File: src/rtl/addsub_multicycle_pkg.sv
// Shared definitions for the multi-cycle adder/subtractor.
//   OP_ADD / OP_SUB : encodings of the op input.
//   state_t         : controller states.
package addsub_multicycle_pkg;

   localparam logic OP_ADD = 1'b0;
   localparam logic OP_SUB = 1'b1;

   typedef enum logic [1:0] {
      IDLE = 2'd0,
      RUN  = 2'd1,
      DONE = 2'd2
   } state_t;

endpackage

File: src/rtl/addsub_multicycle_if.sv
// Request/result bundle for addsub_multicycle.
//   master : drives start, op, a, b; observes busy, done, result, flags.
//   slave  : the arithmetic block.
interface addsub_multicycle_if #(
   parameter int WIDTH = 32
);
   logic             start;
   logic             op;
   logic [WIDTH-1:0] a;
   logic [WIDTH-1:0] b;
   logic             busy;
   logic             done;
   logic [WIDTH-1:0] result;
   logic             carry_out;
   logic             overflow;
   logic             zero;

   modport master (
      output start, op, a, b,
      input  busy, done, result, carry_out, overflow, zero
   );

   modport slave (
      input  start, op, a, b,
      output busy, done, result, carry_out, overflow, zero
   );
endinterface

File: src/rtl/addsub_chunk.sv
// Combinational CHUNK-bit ripple adder.
//   x, y  : chunk operands
//   cin   : carry in
//   s     : chunk sum
//   cout  : carry out of the chunk MSB
//   c_msb : carry into the chunk MSB (used for signed overflow)
module addsub_chunk #(
   parameter int CHUNK = 8
) (
   input  logic [CHUNK-1:0] x,
   input  logic [CHUNK-1:0] y,
   input  logic             cin,
   output logic [CHUNK-1:0] s,
   output logic             cout,
   output logic             c_msb
);

   always_comb begin
      {cout, s} = {1'b0, x} + {1'b0, y} + {{CHUNK{1'b0}}, cin};
      // The sum bit at the MSB is x ^ y ^ carry_in, so the incoming carry falls out.
      c_msb = s[CHUNK-1] ^ x[CHUNK-1] ^ y[CHUNK-1];
   end

endmodule

File: src/rtl/addsub_multicycle.sv
// Multi-cycle signed add/subtract, CHUNK bits per clock.
//   clk, reset : clock, asynchronous active-high reset
//   bus        : slave side of addsub_multicycle_if (start/op/a/b in,
//                busy/done/result/carry_out/overflow/zero out)
//
// state | meaning
// IDLE  | waiting for start
// RUN   | processing one chunk per cycle, idx = 0 .. N-1
// DONE  | one-cycle result-valid pulse; start here is accepted
module addsub_multicycle
   import addsub_multicycle_pkg::*;
#(
   parameter int WIDTH = 32,
   parameter int CHUNK = 8
) (
   input logic               clk,
   input logic               reset,
   addsub_multicycle_if.slave bus
);

   localparam int N     = WIDTH / CHUNK;
   localparam int IDX_W = (N > 1) ? $clog2(N) : 1;

   generate
      if ((WIDTH % CHUNK) != 0) begin : g_bad_chunk
         $error("addsub_multicycle: WIDTH must be an integer multiple of CHUNK");
      end
   endgenerate

   state_t           state, state_nxt;
   logic             accept;
   logic             busy, done;
   logic [WIDTH-1:0] a_q, b_q;
   logic             carry_q;
   logic [IDX_W-1:0] idx;
   logic             last;
   logic [WIDTH-1:0] result_q, result_nxt;
   logic             carry_out_q, overflow_q, zero_q;
   logic [CHUNK-1:0] x, y, s;
   logic             cout, c_msb;

   assign last = (idx == IDX_W'(N - 1));

   always_ff @(posedge clk or posedge reset) begin
      if (reset) state <= IDLE;
      else       state <= state_nxt;
   end

   always_comb begin
      state_nxt = state;
      accept    = 1'b0;
      busy      = 1'b0;
      done      = 1'b0;
      case (state)
         IDLE: begin
            if (bus.start) begin
               accept    = 1'b1;
               state_nxt = RUN;
            end
         end
         RUN: begin
            busy = 1'b1;
            if (last) state_nxt = DONE;
         end
         DONE: begin
            done = 1'b1;
            if (bus.start) begin
               accept    = 1'b1;
               state_nxt = RUN;
            end else begin
               state_nxt = IDLE;
            end
         end
         default: state_nxt = IDLE;
      endcase
   end

   always_comb begin
      x = a_q[idx*CHUNK +: CHUNK];
      y = b_q[idx*CHUNK +: CHUNK];
      result_nxt = result_q;
      result_nxt[idx*CHUNK +: CHUNK] = s;
   end

   addsub_chunk #(.CHUNK(CHUNK)) u_chunk (
      .x     (x),
      .y     (y),
      .cin   (carry_q),
      .s     (s),
      .cout  (cout),
      .c_msb (c_msb)
   );

   // Subtract is folded in at accept time: b is stored inverted and the
   // carry seeded with 1, so RUN only ever adds.
   always_ff @(posedge clk or posedge reset) begin
      if (reset) begin
         a_q         <= '0;
         b_q         <= '0;
         carry_q     <= 1'b0;
         idx         <= '0;
         result_q    <= '0;
         carry_out_q <= 1'b0;
         overflow_q  <= 1'b0;
         zero_q      <= 1'b1;
      end else if (accept) begin
         a_q     <= bus.a;
         b_q     <= (bus.op == OP_SUB) ? ~bus.b : bus.b;
         carry_q <= bus.op;
         idx     <= '0;
      end else if (state == RUN) begin
         result_q <= result_nxt;
         carry_q  <= cout;
         if (last) begin
            idx         <= '0;
            carry_out_q <= cout;
            overflow_q  <= cout ^ c_msb;
            zero_q      <= (result_nxt == '0);
         end else begin
            idx <= idx + 1'b1;
         end
      end
   end

   assign bus.busy      = busy;
   assign bus.done      = done;
   assign bus.result    = result_q;
   assign bus.carry_out = carry_out_q;
   assign bus.overflow  = overflow_q;
   assign bus.zero      = zero_q;

endmodule
File: src/flat_wrapper.sv
// flat-port wrapper written by rule: the top's interface ports become plain ports
module addsub_multicycle_flat import addsub_multicycle_pkg::*;
#(
   parameter int WIDTH = 32,
   parameter int CHUNK = 8
)
  (clk, reset, bus_start, bus_op, bus_a, bus_b, bus_busy, bus_done, bus_result, bus_carry_out, bus_overflow, bus_zero);
  addsub_multicycle_if #(.WIDTH(WIDTH)) bus_i ();
  input logic clk;
  input logic reset;
  input wire logic [$bits(bus_i.start)-1:0] bus_start;
  input wire logic [$bits(bus_i.op)-1:0] bus_op;
  input wire logic [$bits(bus_i.a)-1:0] bus_a;
  input wire logic [$bits(bus_i.b)-1:0] bus_b;
  output wire logic [$bits(bus_i.busy)-1:0] bus_busy;
  output wire logic [$bits(bus_i.done)-1:0] bus_done;
  output wire logic [$bits(bus_i.result)-1:0] bus_result;
  output wire logic [$bits(bus_i.carry_out)-1:0] bus_carry_out;
  output wire logic [$bits(bus_i.overflow)-1:0] bus_overflow;
  output wire logic [$bits(bus_i.zero)-1:0] bus_zero;
  assign bus_i.start = bus_start;
  assign bus_i.op = bus_op;
  assign bus_i.a = bus_a;
  assign bus_i.b = bus_b;
  assign bus_busy = bus_i.busy;
  assign bus_done = bus_i.done;
  assign bus_result = bus_i.result;
  assign bus_carry_out = bus_i.carry_out;
  assign bus_overflow = bus_i.overflow;
  assign bus_zero = bus_i.zero;
  addsub_multicycle #(.WIDTH(WIDTH), .CHUNK(CHUNK)) u_core (.clk(clk), .reset(reset), .bus(bus_i));
endmodule
File: config.mk
export PLATFORM = sky130hd
export DESIGN_NAME = addsub_multicycle_flat
export DESIGN_NICKNAME = d
export VERILOG_FILES = /design/src/rtl/addsub_multicycle_pkg.sv /design/src/rtl/addsub_multicycle_if.sv /design/src/rtl/addsub_chunk.sv /design/src/rtl/addsub_multicycle.sv /design/src/flat_wrapper.sv
export SDC_FILE = /design/constraint.sdc
export NUM_CORES = 1
export LEC_CHECK = 0
export ABC_CLOCK_PERIOD_IN_PS = 4790
export CORE_MARGIN = 3
export CORE_UTILIZATION = 47
export DETAILED_ROUTE_END_ITERATION = 16
export GPL_TIMING_DRIVEN = 0
export PLACE_DENSITY = 0.8
export SETUP_SLACK_MARGIN = 0.15
export SLEW_MARGIN = 20
export SYNTH_ARGS = -nofsm -noshare
export SYNTH_HDL_FRONTEND = slang
export SYNTH_SLANG_ARGS = --single-unit
File: constraint.sdc
create_clock -name clk -period 4.79 [get_ports clk]
set_clock_uncertainty 0.1 [all_clocks]
set_input_delay 1.437 -clock clk [delete_from_list [all_inputs] [get_ports clk]]
set_output_delay 1.437 -clock clk [all_outputs]
set_load 0.05 [all_outputs]
Word-level counts from Yosys, hierarchy flattened
Index checks and enable logic that the tools add are counted.
Widths: inputs -> output; s select.
{ "word_totals": {"ff_bits": 104, "input_bits": 68, "output_inout_bits": 37, "elab_cells": 49} }
{ "op_classes": {"addsub": 4, "n_eq_ne": 5, "n_shift": 4, "mux": 15, "bitwise": 5, "n_reduce_logical": 7} }
{ "ops": {"columns": ["cell", "count"], "rows": [
  ["$shiftx 32x6->8", 2],
  ["$neg 5->34", 1],
  ["$shift 8x34->32 const A", 1],
  ["$shiftx 8x34->32", 1],
  ["$bwmux 32", 1],
  ["$logic_not 32->1", 1],
  ["$mux 32", 1],
  ["$not 32->32", 1],
  ["$mux 2", 5],
  ["$add 8x8->9", 1],
  ["$add 9x1->9", 1],
  ["$mux 1", 7],
  ["$pmux 2 s3", 1],
  ["$eq 2x2->1 const B", 2],
  ["$reduce_and 2->1", 2],
  ["$reduce_and 3->1", 1],
  ["$xor 1x1->1", 3],
  ["$add 2x1->2 const B", 1],
  ["$eq 2x1->1 const B", 1],
  ["$logic_not 2->1", 1],
  ["$ne 2x1->1 const B", 1],
  ["$ne 2x2->1 const B", 1],
  ["$reduce_bool 2->1", 1],
  ["$reduce_or 2->1", 1],
  ["$not 1->1", 1]
]} }

Depth between registers and ports, before layout
Gate-level depths: netlist (run 1).
{ "depth": {"ltp_word": 6, "mapped_depth": 11, "depth_no_buf": 9} }

Hierarchy
Synthesis (run 1) repeated with hierarchy kept, for this count alone.
{ "hier_totals": {"cells_unflattened": 491, "hier_area_um2": 5153.7} }
{ "by_module_without_submodules": {"columns": ["module", "n_inst", "cells_each", "area_each_um2", "seq_area_each_um2"], "rows": [
  ["addsub_multicycle", 1, 447, 4777.1, 2603.7],
  ["addsub_chunk", 1, 44, 376.6, 0.0]
]} }

Least setup slack after synthesis (run 1)
Ideal clock, no wire load.
{ "synth_path": {"kind": "reg-to-reg", "startpoint": "register u_core.idx[0]", "endpoint": "register u_core.overflow_q, in the netlist u_core.bus.overflow", "setup_time_ns": 0.078, "arrival_time_ns": 3.410, "required_time_ns": 4.612, "path_slack_ns": 1.202, "stages_incl_launch_ff": 11, "path_buffers": 1, "synth_period_minus_slack_ns": 3.588, "cell_sequence": "dfrtp_1 buf_2 mux4_2 fa_1 fa_1 a21o_1 a221oi_2 nor2_1 a211oi_4 xnor3_1 o21ai_1"} }
{ "synth_between": {"elab_chain_len": 6, "elab_cells_between_ends": 9, "cone_classes": "2 x add/sub; 1 x eq/ne; 2 x shift; 3 x bitwise; 1 x reduce/logical"} }
{ "synth_lines": {"columns": ["element", "line_no", "rtl"], "rows": [
  ["from (decl)", "addsub_multicycle.sv:35", "logic [IDX_W-1:0] idx;"],
  ["from (signal assigned)", "addsub_multicycle.sv:120", "idx <= idx + 1'b1;"],
  ["$shiftx 32x6->8 (on tied branches)", "addsub_multicycle.sv:79, addsub_multicycle.sv:80", null],
  ["$add 8x8->9", "addsub_chunk.sv:19", "{cout, s} = {1'b0, x} + {1'b0, y} + {{CHUNK{1'b0}}, cin};"],
  ["$add 9x1->9", "addsub_chunk.sv:19", null],
  ["$xor 1x1->1 (2 in series)", "addsub_chunk.sv:21", "c_msb = s[CHUNK-1] ^ x[CHUNK-1] ^ y[CHUNK-1];"],
  ["$xor 1x1->1", "addsub_multicycle.sv:117", "overflow_q <= cout ^ c_msb;"],
  ["to (signal assigned)", "addsub_multicycle.sv:117", null],
  ["to (decl)", "addsub_multicycle.sv:38", "logic carry_out_q, overflow_q, zero_q;"]
]} }
Several ways; a longest one is shown, not always the timed one.
A chain may end at the register's enable or synchronous reset.

Worst setup path after layout (run 1)
{ "layout_path": {"startpoint": "register u_core.idx[0]", "endpoint": "register u_core.zero_q, in the netlist u_core.bus.zero"} }
{ "layout_between": {"elab_chain_len": 6, "elab_cells_between_ends": 11, "cone_classes": "3 x add/sub; 1 x eq/ne; 4 x shift; 1 x mux; 2 x reduce/logical"} }
{ "layout_lines": {"columns": ["element", "line_no", "rtl"], "rows": [
  ["$shiftx 32x6->8 (on tied branches)", "addsub_multicycle.sv:79, addsub_multicycle.sv:80", null],
  ["$add 8x8->9", "addsub_chunk.sv:19", null],
  ["$add 9x1->9", "addsub_chunk.sv:19", null],
  ["$shiftx 8x34->32", "addsub_multicycle.sv:82", "result_nxt[idx*CHUNK +: CHUNK] = s;"],
  ["$bwmux 32", "addsub_multicycle.sv:82", null],
  ["$logic_not 32->1", "addsub_multicycle.sv:118", "zero_q <= (result_nxt == '0);"],
  ["to (signal assigned)", "addsub_multicycle.sv:118", null],
  ["to (decl)", "addsub_multicycle.sv:38", null]
]} }
Several ways; a longest one is shown, not always the timed one.

==> results of run 1 <==
synth_stat cells, types with 2 or more instances:
library cell / instances
a21o_1: 2
a21oi_1: 7
a22o_1: 17
a31oi_1: 2
buf_2: 6
clkbuf_1: 21
dfrtp_1: 103
fa_1: 2
ha_1: 13
inv_1: 12
mux4_2: 16
nand2_1: 159
nand2b_1: 6
nand3_1: 2
nand3b_1: 2
nor2_1: 9
nor2b_1: 3
nor3_1: 4
nor4_1: 6
o21ai_0: 49
o21ai_1: 2
o31ai_1: 8
xnor2_1: 34
xor2_1: 4
power by group through the flow:
stage | registers (mW) | logic (mW) | clock network [mW]
floorplan | 1.75 | 1.96 | 0
global placement | 1.48 | 3.10 | 0
detailed placement | 1.51 | 3.20 | 0
CTS | 1.49 | 3.21 | 0.533
global route | 1.54 | 3.49 | 0.573
finish | 1.49 | 3.24 | 0.524
flip-flops by register name, indices dropped and copies added, names as in the netlist:
name                  cells
u_core.a_q               32
u_core.b_q               32
u_core.bus.carry_out      1
u_core.bus.overflow       1
u_core.bus.result        32
u_core.bus.zero           1
u_core.carry_q            1
u_core.idx                2
u_core.state              2
stage by stage:
step / instance area, um^2 / TNS (ns) / utilization (%) / std cells / hold WS, ns
after global placement: 6360 / -80.48 / 60.5 / 750 / 0.355
after floorplan: 5160 / 0 / - / 511 / 0.340
after global routing: 6580 / 0 / 62.6 / 767 / 0.406
after detailed placement: 6390 / 0 / 60.8 / 751 / 0.361
final: 6580 / 0 / 62.6 / 767 / 0.383
after CTS: 6580 / 0 / 62.6 / 767 / 0.387
cell usage in the layout (no fill, tap or decap), drive strengths merged, types with 6 or more instances in the layout:
cell,n
a21oi,7
a22o,17
buf,8
clkbuf,30
clkdlybuf4s50,103
dfrtp,103
ha,13
inv,17
mux4,16
nand2,159
nand2b,6
nor2,10
nor4,6
o21ai,51
o31ai,8
xnor2,34
worst reg2reg max path, delay by kind of cell (launching register included):
kind / cells / cell delay (ns)
AND/OR/NAND/NOR: 1 / 0.14
multiplexers: 1 / 0.60
flip-flops: 1 / 0.57
XOR/XNOR: 1 / 0.27
adder cells (fa/ha/maj): 2 / 0.86
buffers and inverters: 1 / 0.42
AO/OA/AOI/OAI: 4 / 1.07
layout make-up:
| type | count | area [um^2] | share of cell area (%) |
|---|---|---|---|
| buffer | 28 | 113 | 1.71 |
| clock buffer | 9 | 124 | 1.88 |
| clock inverter | 7 | 61.3 | 0.932 |
| inverter | 12 | 50.0 | 0.761 |
| multi-input combinational | 367 | 2390 | 36.4 |
| sequential | 104 | 2600 | 39.6 |
| tap | 136 | 170 | 2.59 |
| timing repair buffer | 104 | 1060 | 16.1 |
final timing paths:
check                                from                     to  slack, ns  cells after the start
setup / recovery            u_core.idx[0]        u_core.bus.zero       0.69                     10
hold / removal             u_core.a_q[23]         u_core.a_q[23]       0.38                      2
setup reg to reg            u_core.idx[0]        u_core.bus.zero       0.69                     10
hold reg to reg            u_core.a_q[23]         u_core.a_q[23]       0.38                      2
max in group asynchronous           reset        u_core.bus.zero       2.59                      3
min in group asynchronous           reset  u_core.bus.result[16]       1.34                      2
kinds of logic after synthesis:
group                    Yosys count  share of synthesized area (%)
adder cells (fa/ha/maj)           15                           3.93
AND/OR/NAND/NOR                  198                           16.0
flip-flops                       104                           50.5
AO/OA/AOI/OAI                     98                           12.5
multiplexers                      17                           7.18
buffers and inverters             40                           3.06
XOR/XNOR                          39                           6.89
routing by layer:
metal | vias up | wire length [um] | track usage, %
li1 | 1977 | - | -
met1 | 2041 | 5350 | 27.7
met2 | 175 | 6310 | 36.0
met3 | 32 | 722 | 2.67
met4 | 0 | 384 | 7.72
met5 | - | 0 | 0
==> impl_metrics.py, run 1 <==
metrics = {
    "run_status": {
        "status": "completed",
    },
    "clock_tree": {
        "post_cts_resize_count": 0,
        "clockBufferDepth": 2,
        "cts_tree": "done",
        "ctsRootBufferMaster": "clkbuf_8",
        "cts_setup_buffers": 0,
        "hold_buffers": 0,
        "clock-sinks": 104,
        "insertion_delay_ns": 0.36,
        "clk_pin_slew_worst_paths_ns": 0.11,
        "cts_htree_levels": 3,
        "numCtsBuffers": 9,
    },
    "sta": {
        "fmax_mhz": 244,
        "setup_violations": 0,
        "fin_crit_sh_pct": 85.7,
        "tightest_slew_ns": 0.766,
        "rsz0062_at_grt": "false",
        "slew_viol_final": 0,
        "timing.final.ws_setup_ns": 0.687,
        "hold_viol": 0,
        "min_period_ns": 4.10,
        "slew_headroom_pct": 48.6,
    },
    "floorplan": {
        "die_area_um2": 12300,
        "die_h_um": 111,
        "rows": 37,
        "fp.dieW_um": 111,
        "ios": 105,
        "coreArea_um2": 10500,
        "initial_core_util_pct": 49.1,
    },
    "logic_synthesis": {
        "synthCells": 511,
        "synth_top_area_share_pct": 50.0,
        "yosys.area.top_type": "dfrtp_1",
        "yosysUniqueCellTypes": 46,
        "synth_fp_nets": 594,
        "synth_area_per_cell_um2": 10.1,
        "yosys_register_bits": 104,
        "synthTopCellsByArea": "dfrtp_1, nand2_1, mux4_2, xnor2_1, o21ai_0",
        "synth_area_um2": 5160,
        "ys_seq_area_share_pct": 50.5,
        "ys.warnings.count": 0,
        "synth_edf_count": 0,
        "synthFlopType": "dfrtp_1",
        "async_flop_share_pct": 100,
    },
    "grt": {
        "grt_pass1_vias": 4272,
        "grt_pass1_wl_um": 21000,
        "grt_overflow_total": 0,
        "grt_max_degree": 64,
        "grt.total_usage_pct": 21.1,
        "antenna_found_initial": 0,
    },
    "critical_path": {
        "end_kind": "flop",
        "start_kind": "flop",
        "cp_slowest_cell": "mux4_2",
        "crit_family": "compound AO/OA/AOI/OAI gates",
        "cpPeakStageDelay_ns": 0.60,
        "path_max_fanout": 10,
        "crit_chain": "buf_2, mux4_2, fa_1, fa_1, a21o_1, a221oi_2, xnor2_1, a2111oi_2, nand4_1, o21ai_1",
        "crit_arrival_ns": 4.30,
        "crit_top_cell": "fa_1",
        "crit_type": "reg2reg",
        "worst_ep_required_time_ns": 4.98,
        "path_buf_inv": 1,
    },
    "drt": {
        "viasPerCell": 5.51,
        "drtPass1Iterations": 5,
        "vias": 4225,
        "final_antenna_net_count": 0,
        "wl_per_cell_um": 16.6,
        "drtIter0Drc": 238,
        "routed_wl_um": 12800,
        "drc": 0,
    },
    "pwr": {
        "power_switching_mw": 2.58,
        "clkPwrFrac_pct": 10.0,
        "seqPwrFrac_pct": 28.4,
        "total_power_mw": 5.25,
        "p_per_area_nw_per_um2": 799,
        "power.leakage_nw": 2.95,
        "combPwrFrac_pct": 61.6,
        "power.internal_mw": 2.67,
        "swShare_pct": 49.1,
        "peakVddDrop_v": 0.000551,
    },
    "layout": {
        "area_growth_pct": 27.5,
        "antenna_cells": 0,
        "nFillCells": 873,
        "drive_above_1_share_pct": 7.45,
        "num-nets-final": 709,
    },
    "place": {
        "dp_slack_ns": 0.700,
        "numPortBuffers": 103,
        "place_congestion": 0.870,
        "place_hpwl_um": 9830,
    },
    "hold_path": {
        "hold_class": "reg2reg",
    },
    "run": {
        "maxCapViolCount": 0,
    },
}
Power figures use the tool's default switching activity.
==> run 2: changes to the inputs <==
--- a/config.mk
+++ b/config.mk
@@ -5,13 +5,13 @@
 export SDC_FILE = /design/constraint.sdc
 export NUM_CORES = 1
 export LEC_CHECK = 0
-export ABC_CLOCK_PERIOD_IN_PS = 4790
 export CORE_MARGIN = 3
 export CORE_UTILIZATION = 47
 export DETAILED_ROUTE_END_ITERATION = 16
 export GPL_TIMING_DRIVEN = 0
 export PLACE_DENSITY = 0.8
 export SETUP_SLACK_MARGIN = 0.15
+export SKIP_CTS_REPAIR_TIMING = 1
 export SLEW_MARGIN = 20
 export SYNTH_ARGS = -nofsm -noshare
 export SYNTH_HDL_FRONTEND = slang
==> results of run 2 <==
The final DEF is identical to that of run 1; final timing and power are the same.
